[src/rtl/calc_sequencer.sv]
// Keypad-to-ALU sequencer: builds two-digit BCD operands from key strobes, runs the
// buffered op1/op2/enable load sequence of the BCD ALU and holds the result for display.
module calc_sequencer (
  input  logic       clk,
  input  logic       nrst,
  input  logic       key_valid,
  input  logic [3:0] key_code,
  input  logic [8:0] alu_result,
  output logic [8:0] alu_op,
  output logic [2:0] alu_opcode,
  output logic       assign_op1,
  output logic       assign_op2,
  output logic       alu_en,
  output logic [8:0] disp_value,
  output logic       busy,
  output logic       result_valid
);

  typedef enum logic [2:0] {ENTRY1, ENTRY2, C0, C1, C2, C3, SHOW} state_t;
  typedef enum logic [1:0] {OP_NONE, OP_ADD, OP_SUB} pend_t;

  state_t     state, state_nxt;
  pend_t      pend, pend_nxt, key_op;
  logic [8:0] op_a, op_a_nxt;
  logic [7:0] entry, entry_nxt;
  logic [1:0] dcnt, dcnt_nxt;
  logic [8:0] result, result_nxt;
  logic [8:0] alu_op_nxt, disp_nxt;
  logic       is_digit, is_oper, is_eq, is_clr, seq_nxt;

  assign is_digit = key_valid && (key_code < 4'd10);
  assign is_oper  = key_valid && ((key_code == 4'hA) || (key_code == 4'hB));
  assign is_eq    = key_valid && (key_code == 4'hC);
  assign is_clr   = key_valid && (key_code == 4'hD);
  assign key_op   = (key_code == 4'hB) ? OP_SUB : OP_ADD;

  always_comb begin
    state_nxt  = state;
    pend_nxt   = pend;
    op_a_nxt   = op_a;
    entry_nxt  = entry;
    dcnt_nxt   = dcnt;
    result_nxt = result;
    if (is_clr) begin
      state_nxt  = ENTRY1;
      pend_nxt   = OP_NONE;
      op_a_nxt   = '0;
      entry_nxt  = '0;
      dcnt_nxt   = '0;
      result_nxt = '0;
    end else begin
      case (state)
        ENTRY1: begin
          if (is_digit && dcnt < 2'd2) begin
            entry_nxt = {entry[3:0], key_code};
            dcnt_nxt  = dcnt + 2'd1;
          end else if (is_oper) begin
            op_a_nxt  = {1'b0, entry};
            pend_nxt  = key_op;
            entry_nxt = '0;
            dcnt_nxt  = '0;
            state_nxt = ENTRY2;
          end
        end
        ENTRY2: begin
          if (is_digit && dcnt < 2'd2) begin
            entry_nxt = {entry[3:0], key_code};
            dcnt_nxt  = dcnt + 2'd1;
          end else if (is_oper && dcnt == 2'd0) begin
            pend_nxt = key_op;
          end else if (is_eq) begin
            state_nxt = C0;
          end
        end
        C0: state_nxt = C1;
        C1: state_nxt = C2;
        C2: state_nxt = C3;
        C3: begin
          result_nxt = alu_result;
          state_nxt  = SHOW;
        end
        SHOW: begin
          if (is_digit) begin
            entry_nxt = {4'h0, key_code};
            dcnt_nxt  = 2'd1;
            state_nxt = ENTRY1;
          end else if (is_oper) begin
            op_a_nxt  = result;
            pend_nxt  = key_op;
            entry_nxt = '0;
            dcnt_nxt  = '0;
            state_nxt = ENTRY2;
          end
        end
        default: state_nxt = ENTRY1;
      endcase
    end
  end

  // Outputs are registered from next-state values so they line up with the state they describe.
  always_comb begin
    seq_nxt    = (state_nxt == C0) || (state_nxt == C1) || (state_nxt == C2) || (state_nxt == C3);
    alu_op_nxt = '0;
    if (state_nxt == C0 || state_nxt == C1) alu_op_nxt = op_a_nxt;
    else if (state_nxt == C2)               alu_op_nxt = {1'b0, entry_nxt};
    disp_nxt = '0;
    if (seq_nxt || state_nxt == SHOW) disp_nxt = result_nxt;
    else if (dcnt_nxt != 2'd0)        disp_nxt = {1'b0, entry_nxt};
    else if (state_nxt == ENTRY2)     disp_nxt = op_a_nxt;
  end

  always_ff @(posedge clk or negedge nrst) begin
    if (!nrst) begin
      state        <= ENTRY1;
      pend         <= OP_NONE;
      op_a         <= '0;
      entry        <= '0;
      dcnt         <= '0;
      result       <= '0;
      alu_op       <= '0;
      alu_opcode   <= '0;
      assign_op1   <= 1'b0;
      assign_op2   <= 1'b0;
      alu_en       <= 1'b0;
      disp_value   <= '0;
      busy         <= 1'b0;
      result_valid <= 1'b0;
    end else begin
      state        <= state_nxt;
      pend         <= pend_nxt;
      op_a         <= op_a_nxt;
      entry        <= entry_nxt;
      dcnt         <= dcnt_nxt;
      result       <= result_nxt;
      alu_op       <= alu_op_nxt;
      alu_opcode   <= (pend_nxt == OP_ADD) ? 3'b001 : (pend_nxt == OP_SUB) ? 3'b010 : 3'b000;
      assign_op1   <= (state_nxt == C0);
      assign_op2   <= (state_nxt == C1);
      alu_en       <= (state_nxt == C3);
      disp_value   <= disp_nxt;
      busy         <= seq_nxt;
      result_valid <= (state == C3) && (state_nxt == SHOW);
    end
  end

endmodule

[config.mk]
export PLATFORM = sky130hd
export DESIGN_NAME = calc_sequencer
export DESIGN_NICKNAME = d
export VERILOG_FILES = /design/src/rtl/calc_sequencer.sv
export SDC_FILE = /design/constraint.sdc
export NUM_CORES = 1
export LEC_CHECK = 0
export CORE_MARGIN = 3
export CORE_UTILIZATION = 45
export DETAILED_ROUTE_END_ITERATION = 10
export PLACE_DENSITY = 0.76
export SYNTH_ARGS = -nofsm -noshare
export SYNTH_HDL_FRONTEND = slang
export SYNTH_SLANG_ARGS = --single-unit
[constraint.sdc]
create_clock -name clk -period 5.4 [get_ports clk]
set_clock_uncertainty 0.1 [all_clocks]
set_input_delay 1.08 -clock clk [delete_from_list [all_inputs] [get_ports clk]]
set_output_delay 1.08 -clock clk [all_outputs]
set_load 0.1 [all_outputs]
After elaboration in Yosys (flattened, before gate mapping)
Cells that the tools add are included.
- add/subtract/negate cells: 1
- $lt $le $gt $ge: 2
- eq/ne operators: 18
- mux-type cells: 43
- reduce and logical (&&, ||, !) cells: 15
- operators with widths (kind ; number):
    two-way mux 9 bit ; 11
    two-way mux 8 bit ; 6
    two-way mux 2 bit ; 14
    one-hot mux 8 bit (3 select lines) ; 1
    two-way mux 3 bit ; 7
    one-hot mux 3 bit (7 select lines) ; 1
    == test 3 bit (second input constant) ; 6
    one-hot mux 9 bit (2 select lines) ; 1
    == test 4 bit (second input constant) ; 4
    == test 3 x 2 -> 1 bit (second input constant) ; 4
    one-hot mux 2 bit (3 select lines) ; 2
    logical AND 1 bit ; 7
    == test 3 x 1 -> 1 bit (second input constant) ; 2
    logical OR 1 bit ; 5
    < comparator 4 bit (second input constant) ; 1
    logical NOT 3 bit ; 1
    adder 2 x 1 -> 2 bit (second input constant) ; 1
    == test 2 x 1 -> 1 bit (second input constant) ; 1
    == test 2 bit (second input constant) ; 1
    logical NOT 2 bit ; 1
    < comparator 2 bit (second input constant) ; 1
    nonzero test 2 bit ; 1
- register bits after elaboration: 58
- output and inout port bits: 26

Depth between registers and ports, before layout
- depth after elaboration: 14
- depth in mapped cells: 8
- gate-level depth less buffers: 8

Least setup slack after synthesis
Ideal clock, no wire load.
- path type: input to register
- from: input key_code[3]
- to: register disp_value[7]
- library setup time: 141 ps
- arrival time: 2556 ps
- slack: 2603 ps
- stages: 7
- path buffers: 2
- cell sequence: buf_2 > and4b_1 > and2_1 > buf_1 > a211oi_2 > a21o_2 > o221ai_1
- longest elaborated chain between the ends: 14
- ends and longest elaborated chain (what ; line ; text):
    from (decl) ; 7 ; input logic [3:0] key_code,
    == test 4 bit ; 32 ; assign is_oper = key_valid && ((key_code == 4'hA) || (key_code == 4'hB));
    logical OR 1 bit ; 32 ;
    logical AND 1 bit ; 32 ;
    logical AND 1 bit ; 69 ; end else if (is_oper && dcnt == 2'd0) begin
    two-way mux 3 bit ; 69 ;
    two-way mux 3 bit ; 66 ; if (is_digit && dcnt < 2'd2) begin
    one-hot mux 3 bit (7 select lines) ; 52 ; case (state)
    two-way mux 3 bit ; 44 ; if (is_clr) begin
    == test 3 x 2 -> 1 bit ; 102 ; seq_nxt = (state_nxt == C0) || (state_nxt == C1) || (state_nxt == C2) || (state_nxt == C3);
    logical OR 1 bit (3 in series) ; 102 ;
    logical OR 1 bit ; 107 ; if (seq_nxt || state_nxt == SHOW) disp_nxt = result_nxt;
    two-way mux 9 bit * ; 107 ;
    named net disp_nxt[7] ; 28 ; logic [8:0] alu_op_nxt, disp_nxt;
    to (signal assigned) ; 140 ; disp_value <= disp_nxt;
    to (decl) ; 14 ; output logic [8:0] disp_value,
The timed path passes the listed nets; every way through them passes the cells marked *.

Worst setup path in the final report
- from: input key_valid
- to: register disp_value[1]
- longest elaborated chain between the ends: 12
- ends and longest elaborated chain (what ; line ; text):
    from (decl) ; 6 ; input logic key_valid,
    logical AND 1 bit, on equally long branches ; 33, 32 ;
    two-way mux 3 bit / logical AND 1 bit (equally long branches) ; 71, 69 ;
    two-way mux 3 bit ; 69 ;
    two-way mux 3 bit ; 66 ;
    one-hot mux 3 bit (7 select lines) ; 52 ;
    two-way mux 3 bit ; 44 ;
    == test 3 x 2 -> 1 bit ; 102 ;
    logical OR 1 bit (3 in series) ; 102 ;
    logical OR 1 bit ; 107 ;
    two-way mux 9 bit * ; 107 ;
    named net disp_nxt[1] ; 28 ;
Marked as above.

==> flow_summary.json <==
{
  "synth_ff_type": "dfrtp_1",
  "synth_edf_count": 0,
  "core_um2": 5990,
  "endpoint_kind": "flop",
  "post-route-min-period_ns": 3.84,
  "antenna_found_initial": 0,
  "slew_viol_final": 0,
  "rsz0062_at_grt": "no",
  "vdd_ir_drop_max_mv": 0.410,
  "grt_pass1_vias": 2304,
  "crit_slowest_cell": "and2_1",
  "viasPerCell": 5.71,
  "ios": 42,
  "final_layout_size_suffix_gt1_frac": 0.0792,
  "finalHoldViolCount": 0,
  "cp-startpoint": "key_valid",
  "cts_tree": "built",
  "cts_setup_buffers": 0,
  "holdPathStages": 2,
  "routabilityCongestion": 0.928,
  "hpwl_um": 4800,
  "crit_chain": "clkdlybuf4s50_1 > and4b_1 > and2_1 > nor4_2 > nor4_4 > nand4_4 > o221ai_1",
  "grt_pass1_wl_um": 11800,
  "hold_buffers": 0,
  "async_flop_share": 1.00,
  "track_usage": 0.211,
  "overflow": 0,
  "power.density_nw_per_um2": 655,
  "post_cts_resized": 0,
  "cp-start-kind": "input port",
  "synth_cell_types": 48,
  "initial_core_util": 0.470,
  "critPathBufInv": 1,
  "cts_sinks": 58,
  "clk_path_buf_depth": 2,
  "nets": 353,
  "n_antenna_cell": 0,
  "cts.clk_slew.worst_paths_ns": 0.07,
  "root_buffer": "clkbuf_8",
  "drc_errors": 0,
  "area_growth_syn_to_layout_pct": 22.8,
  "rows": 28,
  "seq_area_frac_synth": 0.515,
  "ant_nets": 0,
  "vias": 2374,
  "clkLatencyLatePin_ns": 0.33,
  "wirelength_um": 7240,
  "cp_top_family": "simple AND/OR/NAND/NOR gates",
  "die-area_um2": 7240,
  "cp_max_fo": 21,
  "cts_made_buffers": 9,
  "cap_violations": 0,
  "finalSetupTns_ns": 0,
  "synth_nets": 318,
  "synth-seq-cells": 58,
  "hold_path_class": "flop to flop",
  "crit_type": "input port to flop",
  "cp.depth": 7,
  "synth_area_um2": 2820,
  "worst-slew-pin-transition_ns": 1.22,
  "port_buffers": 40,
  "wl_per_cell_um": 17.4,
  "slew-limit-headroom": 0.183,
  "first_pass_iters": 5,
  "r2r_slack_ns": 2.49,
  "hold_start": "pend[0]",
  "crit_arrival_ns": 3.98,
  "setup_viol_count_final": 0,
  "ys_warn_count": 0,
  "reg2reg_depth": 7,
  "drt_iter0_markers": 255,
  "grt_start_max_net_pins": 59,
  "fin_crit_sh": 0.711,
  "worstReg2RegStart": "state[0]",
  "avgSynthCellArea_um2": 9.36,
  "p_leak_nw": 1.58,
  "htreeDepth": 3,
  "status": "finished, final reports clean",
  "die-width_um": 85.1,
  "required_ns": 5.54,
  "die_h_um": 85.1,
  "dp.cells": 400,
  "max_freq_mhz": 260,
  "final_cells": 416,
  "worst_path_largest_cell_delay_ns": 0.76,
  "synth_cells": 301
}
[power breakdown]
part	switching (mW)	internal, mW
sequential	0.115	0.581
combinational	0.803	0.323
clock	0.172	0.271
[tightest hold or removal path, cell delays in order (launching register included)]
cell and delay, ns:
dfrtp_1 0.36, nand2_1 0.07, a21oi_1 0.06
[placed cells by master, fill, tap and decap left out, types with 5 or more instances in the layout]
master / synthesis / routed
dfrtp_1: 58 / 58
nand2_1: 55 / 55
clkdlybuf4s50_1: 0 / 39
inv_1: 22 / 22
a21oi_1: 20 / 20
nand3_1: 13 / 13
o21ai_0: 12 / 11
nor2_1: 11 / 11
clkbuf_8: 0 / 10
a22oi_1: 9 / 9
o221ai_1: 9 / 9
a22o_1: 8 / 8
o22ai_1: 8 / 8
nor2b_1: 5 / 5
o31ai_1: 5 / 5
[metal layers]
metal / track usage / vias up / part of all wire
met3: 0.0524 / 15 / 0.079
li1: - / 1136 / -
met1: 0.295 / 1129 / 0.44
met2: 0.316 / 94 / 0.46
met5: 0 / - / 0
met4: 0.0835 / 0 / 0.015
[path summary, 6_finish.rpt]
| path | to |
|---|---|
| worst max register to register | alu_op[6] |
| max in group asynchronous | result[8] |
| worst min register to register | pend[0] |
| min in group asynchronous | dcnt[0] |
| worst min-delay path | pend[0] |
| worst max-delay path | disp_value[1] |
[cell usage after synthesis, drive strengths merged, types with 4 or more instances]
cell type / instances / share of area
a21oi: 20 / 0.036
a22o: 8 / 0.025
a22oi: 9 / 0.024
buf: 11 / 0.020
clkbuf: 8 / 0.011
dfrtp: 58 / 0.52
inv: 22 / 0.029
nand2: 55 / 0.073
nand2b: 4 / 0.0089
nand3: 13 / 0.023
nor2: 11 / 0.015
nor2b: 5 / 0.011
nor3: 6 / 0.016
o21ai: 13 / 0.023
o221ai: 9 / 0.028
o22ai: 8 / 0.018
o31ai: 5 / 0.013
or3: 4 / 0.0089
[cell type report]
type / instances / area, µm²
fill: 513 / 2530
sequential: 58 / 1450
multi-input combinational: 202 / 1190
timing repair buffer: 43 / 418
clock buffer: 11 / 141
tap: 75 / 93.8
inverter: 22 / 82.6
clock inverter: 5 / 77.6
[cell families (layout without fill, tap and decap cells)]
logic type               count (synthesis)  after routing  share of synthesized area
buffers and inverters                   41             81                     0.0604
adder cells (fa/ha/maj)                  1              1                    0.00444
AO/OA/AOI/OAI                           84             84                      0.203
other                                    1              1                    0.00133
AND/OR/NAND/NOR                        116            116                      0.215
flip-flops                              58             58                      0.515
[through the flow]
step | cell area [µm²] | util | hold slack, ns | total power, mW | setup slack (ns)
2_1_floorplan | 2820 | - | 0.398 | 1.53 | 2.60
3_3_place_gp | 3240 | 0.541 | 0.416 | 1.80 | 1.38
3_5_place_dp | 3240 | 0.541 | 0.417 | 1.81 | 1.28
4_1_cts | 3460 | 0.577 | 0.426 | 2.26 | 1.63
5_1_grt | 3460 | 0.577 | 0.471 | 2.38 | 1.40
6_report | 3460 | 0.577 | 0.426 | 2.26 | 1.56
[registers in the layout (all words and copies together), names as in the netlist]
name	count
result_valid	1
alu_en	1
state	3
assign_op2	1
entry	8
busy	1
disp_value	9
alu_op	9
assign_op1	1
alu_opcode	2
op_a	9
dcnt	2
result	9
pend	2
Power figures use the tool's default switching activity.
